[src/rtl/stc_pkg.sv]
`default_nettype none
// ============================================================================
// Module      : stc_pkg
// Description : Shared constants for the radar timing / STC chain.
// Revision    : 1.0 - initial release
// ============================================================================
package stc_pkg;

    localparam int c_RANGE_W        = 12;
    // Default bin count, also used by the STC block as its sample limit.
    localparam int c_DEF_RANGE_BINS = 2627;

    localparam logic [1:0] c_ST_IDLE   = 2'd0;
    localparam logic [1:0] c_ST_TRIG   = 2'd1;
    localparam logic [1:0] c_ST_LISTEN = 2'd2;
    localparam logic [1:0] c_ST_DEAD   = 2'd3;

endpackage
`default_nettype wire

[src/rtl/sample_strobe_div.sv]
`default_nettype none
// ============================================================================
// Module      : sample_strobe_div
// Description : Modulo-SAMPLE_DIV counter producing a 1-cycle range strobe.
// Revision    : 1.0 - initial release
// ============================================================================
module sample_strobe_div #(
    parameter int SAMPLE_DIV = 2
) (
    input  logic clk,
    input  logic rst,
    input  logic i_clr,
    input  logic i_en,
    output logic o_stb
);

    localparam int                 c_DIV_W = (SAMPLE_DIV > 1) ? $clog2(SAMPLE_DIV) : 1;
    localparam logic [c_DIV_W-1:0] c_LAST  = c_DIV_W'(SAMPLE_DIV - 1);

    logic [c_DIV_W-1:0] r_cnt;

    always_ff @(posedge clk or posedge rst) begin
        if (rst) begin
            r_cnt <= '0;
        end else if (i_clr) begin
            r_cnt <= '0;
        end else if (i_en) begin
            r_cnt <= (r_cnt == c_LAST) ? '0 : r_cnt + 1'b1;
        end
    end

    assign o_stb = i_en && !i_clr && (r_cnt == c_LAST);

endmodule
`default_nettype wire

[src/rtl/prf_trigger_gen.sv]
`default_nettype none
// ============================================================================
// Module      : prf_trigger_gen
// Description : PRF trigger, range-sample strobe and range-bin index source.
// Revision    : 1.0 - initial release
// ============================================================================
module prf_trigger_gen
    import stc_pkg::*;
#(
    parameter int SAMPLE_DIV = 2,
    parameter int RANGE_BINS = c_DEF_RANGE_BINS,
    parameter int TRIG_WIDTH = 4,
    parameter int PRI_CLKS   = 50000,
    parameter int STAG_STEP  = 500,
    parameter int CNT_W      = 16
) (
    input  logic                 clk,
    input  logic                 rst,
    input  logic                 enable,
    input  logic                 single_shot,
    input  logic                 stagger_en,
    output logic                 trig,
    output logic                 sample_stb,
    output logic [c_RANGE_W-1:0] range_bin,
    output logic                 last_bin,
    output logic [1:0]           pri_idx,
    output logic                 busy
);

    generate
        if (TRIG_WIDTH + RANGE_BINS * SAMPLE_DIV >= PRI_CLKS) begin : g_bad_timing
            $error("prf_trigger_gen: trigger plus listen window does not fit in PRI_CLKS");
        end
        if (SAMPLE_DIV < 2 || TRIG_WIDTH < 1 || RANGE_BINS < 1 || RANGE_BINS > 4096) begin : g_bad_shape
            $error("prf_trigger_gen: illegal SAMPLE_DIV, TRIG_WIDTH or RANGE_BINS");
        end
        if ((longint'(PRI_CLKS) + 3 * longint'(STAG_STEP)) >= (longint'(1) << CNT_W)) begin : g_bad_cnt_w
            $error("prf_trigger_gen: CNT_W too narrow for the longest staggered PRI");
        end
    endgenerate

    localparam logic [CNT_W-1:0]     c_PRI      = CNT_W'(PRI_CLKS);
    localparam logic [CNT_W-1:0]     c_STEP     = CNT_W'(STAG_STEP);
    localparam logic [CNT_W-1:0]     c_TW_LAST  = CNT_W'(TRIG_WIDTH - 1);
    localparam logic [c_RANGE_W-1:0] c_LAST_BIN = c_RANGE_W'(RANGE_BINS - 1);

    logic [1:0]           r_state;
    logic [CNT_W-1:0]     r_periodCnt;
    logic [CNT_W-1:0]     r_period;
    logic                 r_trig;
    logic                 r_sampleStb;
    logic                 r_lastBin;
    logic                 r_busy;
    logic [c_RANGE_W-1:0] r_rangeBin;
    logic [1:0]           r_priIdx;
    logic                 r_firstEntry;
    logic                 r_firstStb;

    logic                 w_divEn;
    logic                 w_divStb;
    logic                 w_periodEnd;
    logic                 w_start;
    logic [1:0]           w_nextIdx;
    logic [CNT_W-1:0]     w_nextPeriod;
    logic [c_RANGE_W-1:0] w_nextBin;

    always_comb begin
        w_periodEnd = (r_state == c_ST_DEAD) && (r_periodCnt == r_period - 1'b1);
        w_start     = ((r_state == c_ST_IDLE) && (enable || single_shot)) ||
                      (w_periodEnd && enable);
        if (!stagger_en) begin
            w_nextIdx = '0;
        end else if (r_firstEntry) begin
            w_nextIdx = r_priIdx;
        end else begin
            w_nextIdx = r_priIdx + 1'b1;
        end
        w_nextPeriod = c_PRI + (stagger_en ? CNT_W'(w_nextIdx) * c_STEP : '0);
        w_nextBin    = r_firstStb ? '0 : r_rangeBin + 1'b1;
        // Divider starts on the last trig cycle so its strobe leads the registered one by a clock.
        w_divEn      = (r_state == c_ST_LISTEN) ||
                       ((r_state == c_ST_TRIG) && (r_periodCnt == c_TW_LAST));
    end

    sample_strobe_div #(
        .SAMPLE_DIV (SAMPLE_DIV)
    ) u_div (
        .clk   (clk),
        .rst   (rst),
        .i_clr (!w_divEn),
        .i_en  (w_divEn),
        .o_stb (w_divStb)
    );

    always_ff @(posedge clk or posedge rst) begin
        if (rst) begin
            r_state      <= c_ST_IDLE;
            r_periodCnt  <= '0;
            r_period     <= '0;
            r_trig       <= 1'b0;
            r_sampleStb  <= 1'b0;
            r_lastBin    <= 1'b0;
            r_busy       <= 1'b0;
            r_rangeBin   <= '0;
            r_priIdx     <= '0;
            r_firstEntry <= 1'b1;
            r_firstStb   <= 1'b0;
        end else begin
            r_sampleStb <= w_divStb;
            if (w_divStb) begin
                r_rangeBin <= w_nextBin;
                r_lastBin  <= (w_nextBin == c_LAST_BIN);
                r_firstStb <= 1'b0;
            end else begin
                r_lastBin  <= 1'b0;
            end
            if (r_busy) begin
                r_periodCnt <= r_periodCnt + 1'b1;
            end

            if (w_start) begin
                r_state      <= c_ST_TRIG;
                r_trig       <= 1'b1;
                r_busy       <= 1'b1;
                r_periodCnt  <= '0;
                r_period     <= w_nextPeriod;
                r_priIdx     <= w_nextIdx;
                r_firstEntry <= 1'b0;
                r_rangeBin   <= '0;
                r_firstStb   <= 1'b1;
            end else begin
                case (r_state)
                    c_ST_TRIG: begin
                        if (r_periodCnt == c_TW_LAST) begin
                            r_trig  <= 1'b0;
                            r_state <= c_ST_LISTEN;
                        end
                    end
                    c_ST_LISTEN: begin
                        if (r_sampleStb && r_lastBin) begin
                            r_state <= c_ST_DEAD;
                        end
                    end
                    c_ST_DEAD: begin
                        if (w_periodEnd) begin
                            r_state <= c_ST_IDLE;
                            r_busy  <= 1'b0;
                        end
                    end
                    default: begin
                    end
                endcase
            end
        end
    end

    assign trig       = r_trig;
    assign sample_stb = r_sampleStb;
    assign range_bin  = r_rangeBin;
    assign last_bin   = r_lastBin;
    assign pri_idx    = r_priIdx;
    assign busy       = r_busy;

endmodule
`default_nettype wire

[config.mk]
export PLATFORM = sky130hd
export DESIGN_NAME = prf_trigger_gen
export DESIGN_NICKNAME = d
export VERILOG_FILES = /design/src/rtl/stc_pkg.sv /design/src/rtl/sample_strobe_div.sv /design/src/rtl/prf_trigger_gen.sv
export SDC_FILE = /design/constraint.sdc
export NUM_CORES = 1
export LEC_CHECK = 0
export CAP_MARGIN = 30
export CORE_UTILIZATION = 60
export CTS_CLUSTER_DIAMETER = 120
export CTS_CLUSTER_SIZE = 30
export DETAILED_ROUTE_END_ITERATION = 10
export DONT_BUFFER_PORTS = 1
export PLACE_DENSITY = 0.76
export SETUP_SLACK_MARGIN = 0.1
export SLEW_MARGIN = 20
export SYNTH_ARGS = -nofsm -noshare
export SYNTH_HDL_FRONTEND = slang
export SYNTH_SLANG_ARGS = --single-unit
[constraint.sdc]
create_clock -name clk -period 4.3 [get_ports clk]
set_input_delay 0.645 -clock clk [delete_from_list [all_inputs] [get_ports clk]]
set_output_delay 0.645 -clock clk [all_outputs]
set_load 0.03 [all_outputs]
=== Word-level counts from Yosys, hierarchy flattened ===
Index checks and enable logic that the tools add are counted.

* Register bits after elaboration: 55
* Word-level logic and storage cells: 72
* Output and inout bits: 18

* Reductions and logical operators: 20
* Multiply operators: 1
* Add/sub/neg operators: 6
* Equality and inequality tests: 9
* Mux-type cells: 24

{| class="wikitable"
|+ Operators by type and width
! cell !! count
|-
| 2-to-1 mux 12 bit || 3
|-
| 2-to-1 mux 16 bit || 2
|-
| adder 15 x 12 -> 16 bit, first input constant || 1
|-
| adder 16 x 1 -> 16 bit, second input constant || 1
|-
| == test 16 bit || 1
|-
| == test 16 x 2 -> 1 bit, second input constant || 1
|-
| subtractor 16 x 1 -> 16 bit, second input constant || 1
|-
| adder 12 x 1 -> 12 bit, second input constant || 1
|-
| == test 12 bit, second input constant || 1
|-
| 2-to-1 mux 2 bit || 6
|-
| nonzero test 2 bit || 6
|-
| 2-to-1 mux 1 bit || 11
|-
| 2-to-1 mux 11 bit || 1
|-
| multiplier 2 x 7 -> 9 bit, second input constant || 1
|-
| logical AND 1 bit || 6
|-
| inequality test 3 x 2 -> 1 bit, second input constant || 2
|-
| one-hot mux 2 bit (3 select lines) || 1
|-
| == test 2 bit, second input constant || 2
|-
| AND reduction 2 bit || 2
|-
| AND reduction 4 bit || 1
|-
| nonzero test 4 bit || 1
|-
| logical OR 1 bit || 3
|-
| inequality test 3 bit, second input constant || 1
|-
| adder 2 x 1 -> 2 bit, second input constant || 1
|-
| other kinds (3) || 3
|}

=== Longest topological paths before layout ===
Gate-level depths: netlist (run 1).

* Depth after elaboration: 7
* Mapped depth: 11
* Depth with buffers taken out: 10

=== By module ===
From an unflattened synthesis (run 1), not the netlist that was laid out.

* Cell total of the unflattened synthesis: 347
* Area, all modules: 3,086.7 µm²

{| class="wikitable"
|+ By module, submodules not included
! module !! instances !! area an instance (µm²) !! cells each
|-
| prf_trigger_gen || 1 || 3,037.9 || 341
|-
| sample_strobe_div || 1 || 48.8 || 6
|}

=== Least setup slack after synthesis (run 1) ===
No wires, ideal clock.

* Path kind: reg-to-reg
* Start point: register r_period[6]
* End point: register r_period[11]
* Path buffers: 1
* Stages on the path, launching flop included: 9
* Period minus slack after synthesis: 2,729 ps
* Slack: 1,571 ps
* Required time: 4,175 ps
* Setup time: 125 ps
* Arrival time: 2,604 ps
* Cells stage by stage: dfrtp_1 > buf_6 > or4_4 > nor3_1 > mux2_2 > mux2i_1 > nand4_2 > a21oi_4 > mux2_2

* Word-level cells in the longest chain between the ends: 5

{| class="wikitable"
|+ RTL lines
! what !! RTL line !! text
|-
| start: declaration || prf_trigger_gen.sv:49 || <nowiki>logic [CNT_W-1:0] r_period;</nowiki>
|-
| start signal: assignment || prf_trigger_gen.sv:126 || <nowiki>r_period <= w_nextPeriod;</nowiki>
|-
| subtractor 16 x 1 -> 16 bit || prf_trigger_gen.sv:68 || <nowiki>w_periodEnd = (r_state == c_ST_DEAD) && (r_periodCnt == r_period - 1'b1);</nowiki>
|-
| == test 16 bit || prf_trigger_gen.sv:68 ||
|-
| logical AND 1 bit || prf_trigger_gen.sv:68 ||
|-
| logical AND 1 bit || prf_trigger_gen.sv:70 || <nowiki>(w_periodEnd && enable);</nowiki>
|-
| logical OR 1 bit || prf_trigger_gen.sv:69 || <nowiki>w_start = ((r_state == c_ST_IDLE) && (enable || single_shot)) ||</nowiki>
|}

Every way passes these cells.
A chain may end at the register's enable or synchronous reset.

=== Final worst setup path (run 1) ===
* Start point: register r_period[5]
* End point: register r_period[14]

Same word-level chain as after synthesis.

==> results.ini, run 1 <==
[run_status]
status = finished, final reports clean

[timing]
slew_headroom = 0.533
clock_skew_ns = 0.00497
min_period_ns = 3.28
tightest_slew_ns = 0.693
finalHoldViolations = 0
fin_tns_setup_ns = 0
period_share = 0.764
rsz0062_at_grt = no
finalSetupViolations = 0
drv_slew = 0
max_freq_mhz = 305

[die]
start_util = 0.632
core_area_sq_mm = 0.00482
rows = 25
die_area_sq_mm = 0.00536
die_w_um = 73.2
die_height_um = 73.2
ios = 23

[cts]
cts-root-buf = clkbuf_8
worstSkewPairLatency_ns = 0.29
htreeDepth = 2
postCtsHoldBufs = 0
cts_sinks = 48
tritoncts = built
clkTransAtPathRegs_ns = 0.08
post_cts.repair.setup_buffers = 0
cts_max_path_buffers = 2
numCtsBuffers = 5
cts_resized = 0

[detailed_routing]
drtIter0Drc = 83
drt-wirelength-per-cell_um = 14.6
drc = 0
postRouteAntennaNets = 0
wl_um = 5830
drt-pass1-iter-count = 4
via_per_inst = 5.93
vias = 2359

[critical_path]
slowest_delay_ns = 0.60
r2r_end = r_period[14]
cp_cell_sequence = or4_4, nor3_1, mux2_2, mux2i_1, nand4_2, a21oi_4, buf_4, or2_2
worstPathArrival_ns = 3.52
crit_path_start_kind = flop
path_buf_inv = 1
reg2reg_depth = 8
cpLargestDelayFamily = simple AND/OR/NAND/NOR gates
crit_fanout = 32
path_class = flop to flop
ff2ff_setup_slack_ns = 1.02
crit_path_end_kind = flop
r2r-start = r_period[5]
cp_slowest_cell = or4_4
required_ns = 4.54

[synthesis]
synth_edf_count = 0
ys_types = 48
synthArstFlopShare = 1.00
synth_area_sq_mm = 0.00305
syn_avg_cell_area_sq_um = 8.93
yosysSeqAreaShare = 0.395
ys_dominant_reg_cell = dfrtp_1
ys_ff_latch = 48
syn_nets = 359
syn_inst = 341
ys_warn_count = 0

[cells_and_area]
utilization = 0.655
final_common_cell = dfrtp_1
final_cells = 398
drive_above_1_share = 0.0755
multi_input_area_sq_mm = 0.00168
mostFrequentLayoutCells = dfrtp_1 (47), nor2_1 (40), nand2_1 (32)
ff_latch_area_sq_mm = 0.00120
fin_area_sq_mm = 0.00315
num-nets-final = 348
n_antenna_cell = 0
fill_cells = 412
syn_to_final_growth_pct = 3.57

[placement]
hpwl_um = 4340
io_buffers = 0
place_area_sq_mm = 0.00305
gp_congestion = 0.837
dp_cells = 390

[global_routing]
antenna_found_initial = 0
grt_max_degree = 36
grt_pass1_wl_um = 9660
grt_overflow = 0
grt_pass1_vias = 2149
track_usage = 0.238

[pwr]
p_leak_nw = 1.30
worst_ir_drop_vdd_uv = 281
p_total_w = 0.00178
powerDensity_mw_per_mm2 = 565

[worst_hold_path]
hp-class = primary input to async pin

[flow_run]
drv_cap = 0

per-layer routing:
layer,track usage,vias up,share of wire
met5,0,-,0
met2,0.408,58,0.50
li1,-,1154,-
met4,0.0915,0,0.020
met3,0.0511,12,0.041
met1,0.292,1135,0.43
through the flow:
stage	setup WS (ns)	hold WS, ns
after floorplan	1.57	0.418
after global placement	1.04	0.436
after detailed placement	1.01	0.445
after CTS	1.00	0.182
after global routing	0.719	0.192
final	1.02	0.182
Yosys cell counts, drive strengths merged, types with 2 or more instances:
| master | count | area share |
|---|---|---|
| o21ai | 4 | 0.0066 |
| dfrtp | 47 | 0.39 |
| a21oi | 21 | 0.038 |
| nor2 | 40 | 0.049 |
| mux2i | 8 | 0.026 |
| xor2 | 17 | 0.049 |
| xnor2 | 16 | 0.046 |
| a31oi | 2 | 0.0041 |
| mux2 | 6 | 0.022 |
| or2 | 4 | 0.0082 |
| nor3 | 11 | 0.018 |
| nor2b | 10 | 0.021 |
| nor4 | 7 | 0.014 |
| a21o | 6 | 0.015 |
| and3 | 4 | 0.0082 |
| or3 | 8 | 0.016 |
| and2 | 2 | 0.0041 |
| buf | 7 | 0.020 |
| nand2 | 32 | 0.039 |
| a2bb2oi | 2 | 0.0058 |
| nor4b | 2 | 0.0058 |
| nand4 | 9 | 0.021 |
| ha | 13 | 0.053 |
| clkbuf | 13 | 0.016 |
| nand2b | 5 | 0.010 |
| inv | 14 | 0.017 |
| nand3 | 14 | 0.023 |
registers in the layout, indices dropped and copies added, names as in the netlist:
register and count:
busy 1, last_bin 1, pri_idx 2, r_firstEntry 1
r_firstStb 1, r_period 9, r_periodCnt 16, r_state 2
range_bin 12, sample_stb 1, trig 1, u_div.r_cnt 1
power breakdown:
part | switching (W) | internal [W] | total (W)
combinational | 0.000342 | 0.000301 | 0.000644
sequential | 0.000267 | 0.000558 | 0.000824
clock | 0.000142 | 0.000173 | 0.000315
total | 0.000751 | 0.00103 | 0.00178
worst max-delay path by stage:
stage | from | end | slack (ns) | cells past startpoint
global route | pri_idx[0] | r_period[14] | 0.72 | 10
detailed placement | r_period[5] | r_periodCnt[10] | 1.01 | 8
CTS | r_period[5] | r_period[14] | 1.00 | 8
finish | r_period[5] | r_period[14] | 1.02 | 8
global placement | r_period[5] | r_period[14] | 1.04 | 8
floorplan | r_period[6] | r_period[11] | 1.57 | 8
cell families (layout without fill, tap and decap cells):
family          after synthesis  count (layout)  share of synthesized area
simple gates                154             154                      0.258
flops                        48              48                      0.395
compound gates               45              45                     0.0974
buf+inv                      34              24                     0.0534
xor+xnor                     33              33                     0.0949
mux                          14              14                     0.0485
fa+ha+maj                    13              13                     0.0534
layout make-up:
class                           instances  area share
Multi-Input combinational cell        259       0.533
Sequential cell                        48       0.381
Tap cell                               67      0.0266
Clock buffer                            6      0.0230
Inverter                               14      0.0167
Clock inverter                          2      0.0111
Timing Repair Buffer                    2     0.00873
(Power assumes the default switching activity.)
==> inputs of run 2 (changes only) <==
clock period = 3.3 ns   (was 4.3 ns; I/O delays follow)
==> results.ini, run 2 (synthesized netlist as in run 1, its figures left out) <==
[die]
ios = 23  ; unchanged
core_area_sq_mm = 0.00482  ; unchanged
die_area_sq_mm = 0.00536  ; unchanged
die_w_um = 73.2  ; unchanged
rows = 25  ; unchanged
start_util = 0.632  ; unchanged
die_height_um = 73.2  ; unchanged

[cts]
cts-root-buf = clkbuf_8
numCtsBuffers = 5  ; unchanged
cts_sinks = 48  ; unchanged
htreeDepth = 2  ; unchanged
tritoncts = built
cts_max_path_buffers = 2  ; unchanged
clkTransAtPathRegs_ns = 0.08  ; about the same
worstSkewPairLatency_ns = 0.30  ; about the same
cts_resized = 0  ; unchanged
postCtsHoldBufs = 0  ; unchanged

[timing]
period_share = 0.884  ; +0.120
slew_headroom = 0.541  ; +0.00732
fin_tns_setup_ns = 0  ; unchanged
finalSetupViolations = 0  ; unchanged
clock_skew_ns = 0.00702  ; +0.00204 ns
max_freq_mhz = 343  ; +13%
drv_slew = 0  ; unchanged
min_period_ns = 2.92  ; -0.367 ns
rsz0062_at_grt = no
tightest_slew_ns = 0.683  ; -0.0109 ns
finalHoldViolations = 0  ; unchanged

[global_routing]
track_usage = 0.255  ; +0.0174
grt_pass1_wl_um = 10400  ; +7.3%
antenna_found_initial = 0  ; unchanged
grt_overflow = 0  ; unchanged
grt_pass1_vias = 2225  ; +3.5%
grt_max_degree = 36  ; unchanged

[critical_path]
crit_path_start_kind = flop
slowest_delay_ns = 0.58  ; -0.02 ns
path_class = flop to flop
crit_fanout = 9  ; -72%
worstPathArrival_ns = 3.10  ; -0.42 ns
crit_path_end_kind = flop
path_buf_inv = 1  ; unchanged
required_ns = 3.49  ; -1.05 ns
cp_slowest_cell = or4_4
cpMostUsedCell = mux2_2
cp_cell_sequence = or4_4, nor3_1, mux2_2, mux2i_1, nand4_2, a21oi_4, buf_12, mux2_2
cpLargestDelayFamily = simple AND/OR/NAND/NOR gates

[detailed_routing]
drt-pass1-iter-count = 4  ; unchanged
drt-wirelength-per-cell_um = 15.2  ; +3.5%
wl_um = 6210  ; +6.6%
postRouteAntennaNets = 0  ; unchanged
vias = 2394  ; +1.5%
via_per_inst = 5.84  ; -1.5%
drtIter0Drc = 142  ; +71%
drc = 0  ; unchanged

[pwr]
worst_ir_drop_vdd_uv = 361  ; +29%
p_leak_nw = 1.37  ; +5.7%
powerDensity_mw_per_mm2 = 759  ; +34%

[cells_and_area]
n_antenna_cell = 0  ; unchanged
num-nets-final = 360  ; +3.4%
drive_above_1_share = 0.111  ; +0.0353
mostFrequentLayoutCells = dfrtp_1 (47), nor2_1 (40), nand2_1 (32)
final_common_cell = dfrtp_1
syn_to_final_growth_pct = 7.56
top_register = r_periodCnt
fill_cells = 400  ; -2.9%
largest_reg_flops = 16  ; unchanged
final_cells = 410  ; +3.0%

[run_status]
status = finished, final reports clean

[placement]
gp_congestion = 0.821  ; -2.0%
hpwl_um = 4470  ; +3.1%
io_buffers = 0  ; unchanged
dp_cells = 398  ; +2.1%

[flow_run]
drv_cap = 0  ; unchanged

[worst_hold_path]
hp-class = primary input to async pin

-- run 2: cell count changes in the layout (fill, tap and decap cells not counted) --
| cell | before | now |
|---|---|---|
| buf_12 | 1 | 2 |
| buf_4 | 1 | 12 |
| clkbuf_1 | 1 | 0 |
| clkbuf_8 | 5 | 7 |
| clkinv_2 | 1 | 0 |
-- run 2: what timing repair did --
| action | 4_1_cts | 5_1_grt |
|---|---|---|
| setup buffers | 0 | 4 |
| endpoints found under the setup margin | 0 | 27 |
| hold endpoints to repair | 0 | 0 |
-- run 2: area by class of cell --
| class | count | area (sq um) | area share |
|---|---|---|---|
| repair buffers | 14 | 130 | 0.0397 |
| flip-flops and latches | 48 | 1200 | 0.367 |
| clock inverters | 1 | 30.0 | 0.00917 |
| clock buffers | 7 | 96.3 | 0.0294 |
| inverters | 14 | 52.6 | 0.0160 |
| multi-input cells | 259 | 1680 | 0.513 |
| well taps | 67 | 83.8 | 0.0256 |
-- run 2: path summary, 6_finish.rpt --
check | cells after the start | slack (ns) | startpoint | end
worst max-delay path | 8 | 0.38 | r_period[6] | r_period[6]
worst min-delay path | 1 | 0.03 | rst | sample_stb
worst max register to register | 8 | 0.38 | r_period[6] | r_period[6]
worst min register to register | 1 | 0.45 | u_div.r_cnt | u_div.r_cnt
max in group asynchronous | 2 | 2.72 | rst | r_firstEntry
min in group clk | 2 | 0.34 | stagger_en | r_period[10]
-- run 2: metrics by stage --
step | util | worst slack (ns) | total power [W] | area (sq um) | hold slack (ns)
3_5_place_dp | 0.645 | 0.236 | 0.00198 | 3110 | 0.362
3_3_place_gp | 0.641 | 0.289 | 0.00195 | 3090 | 0.437
2_1_floorplan | - | 0.571 | 0.00178 | 3050 | 0.418
5_1_grt | 0.680 | 0.225 | 0.00265 | 3280 | 0.0346
4_1_cts | 0.671 | 0.194 | 0.00245 | 3230 | 0.0314
6_report | 0.680 | 0.384 | 0.00248 | 3280 | 0.0308
-- run 2: report_power, final --
part	total, W	switching (W)	leakage [nW]	internal, W
Clock	0.000455	0.000188	0.0645	0.000267
Sequential	0.00101	0.000280	0.615	0.000728
Combinational	0.00102	0.000547	0.693	0.000475
Total	0.00248	0.00101	1.37	0.00147
-- run 2: worst register-to-register path: cells and delay by family (launching register included) --
family / cells / cell delay [ns]
AO/OA/AOI/OAI: 1 / 0.25
buffers and inverters: 1 / 0.15
flip-flops: 1 / 0.47
multiplexers: 3 / 0.86
AND/OR/NAND/NOR: 3 / 1.08
-- run 2: metal layers --
layer / vias up / routed length, um / global-route usage
li1: 1173 / - / -
met1: 1145 / 2630 / 0.313
met2: 64 / 3170 / 0.437
met3: 12 / 306 / 0.0608
met4: 0 / 106 / 0.0915
met5: - / 0 / 0
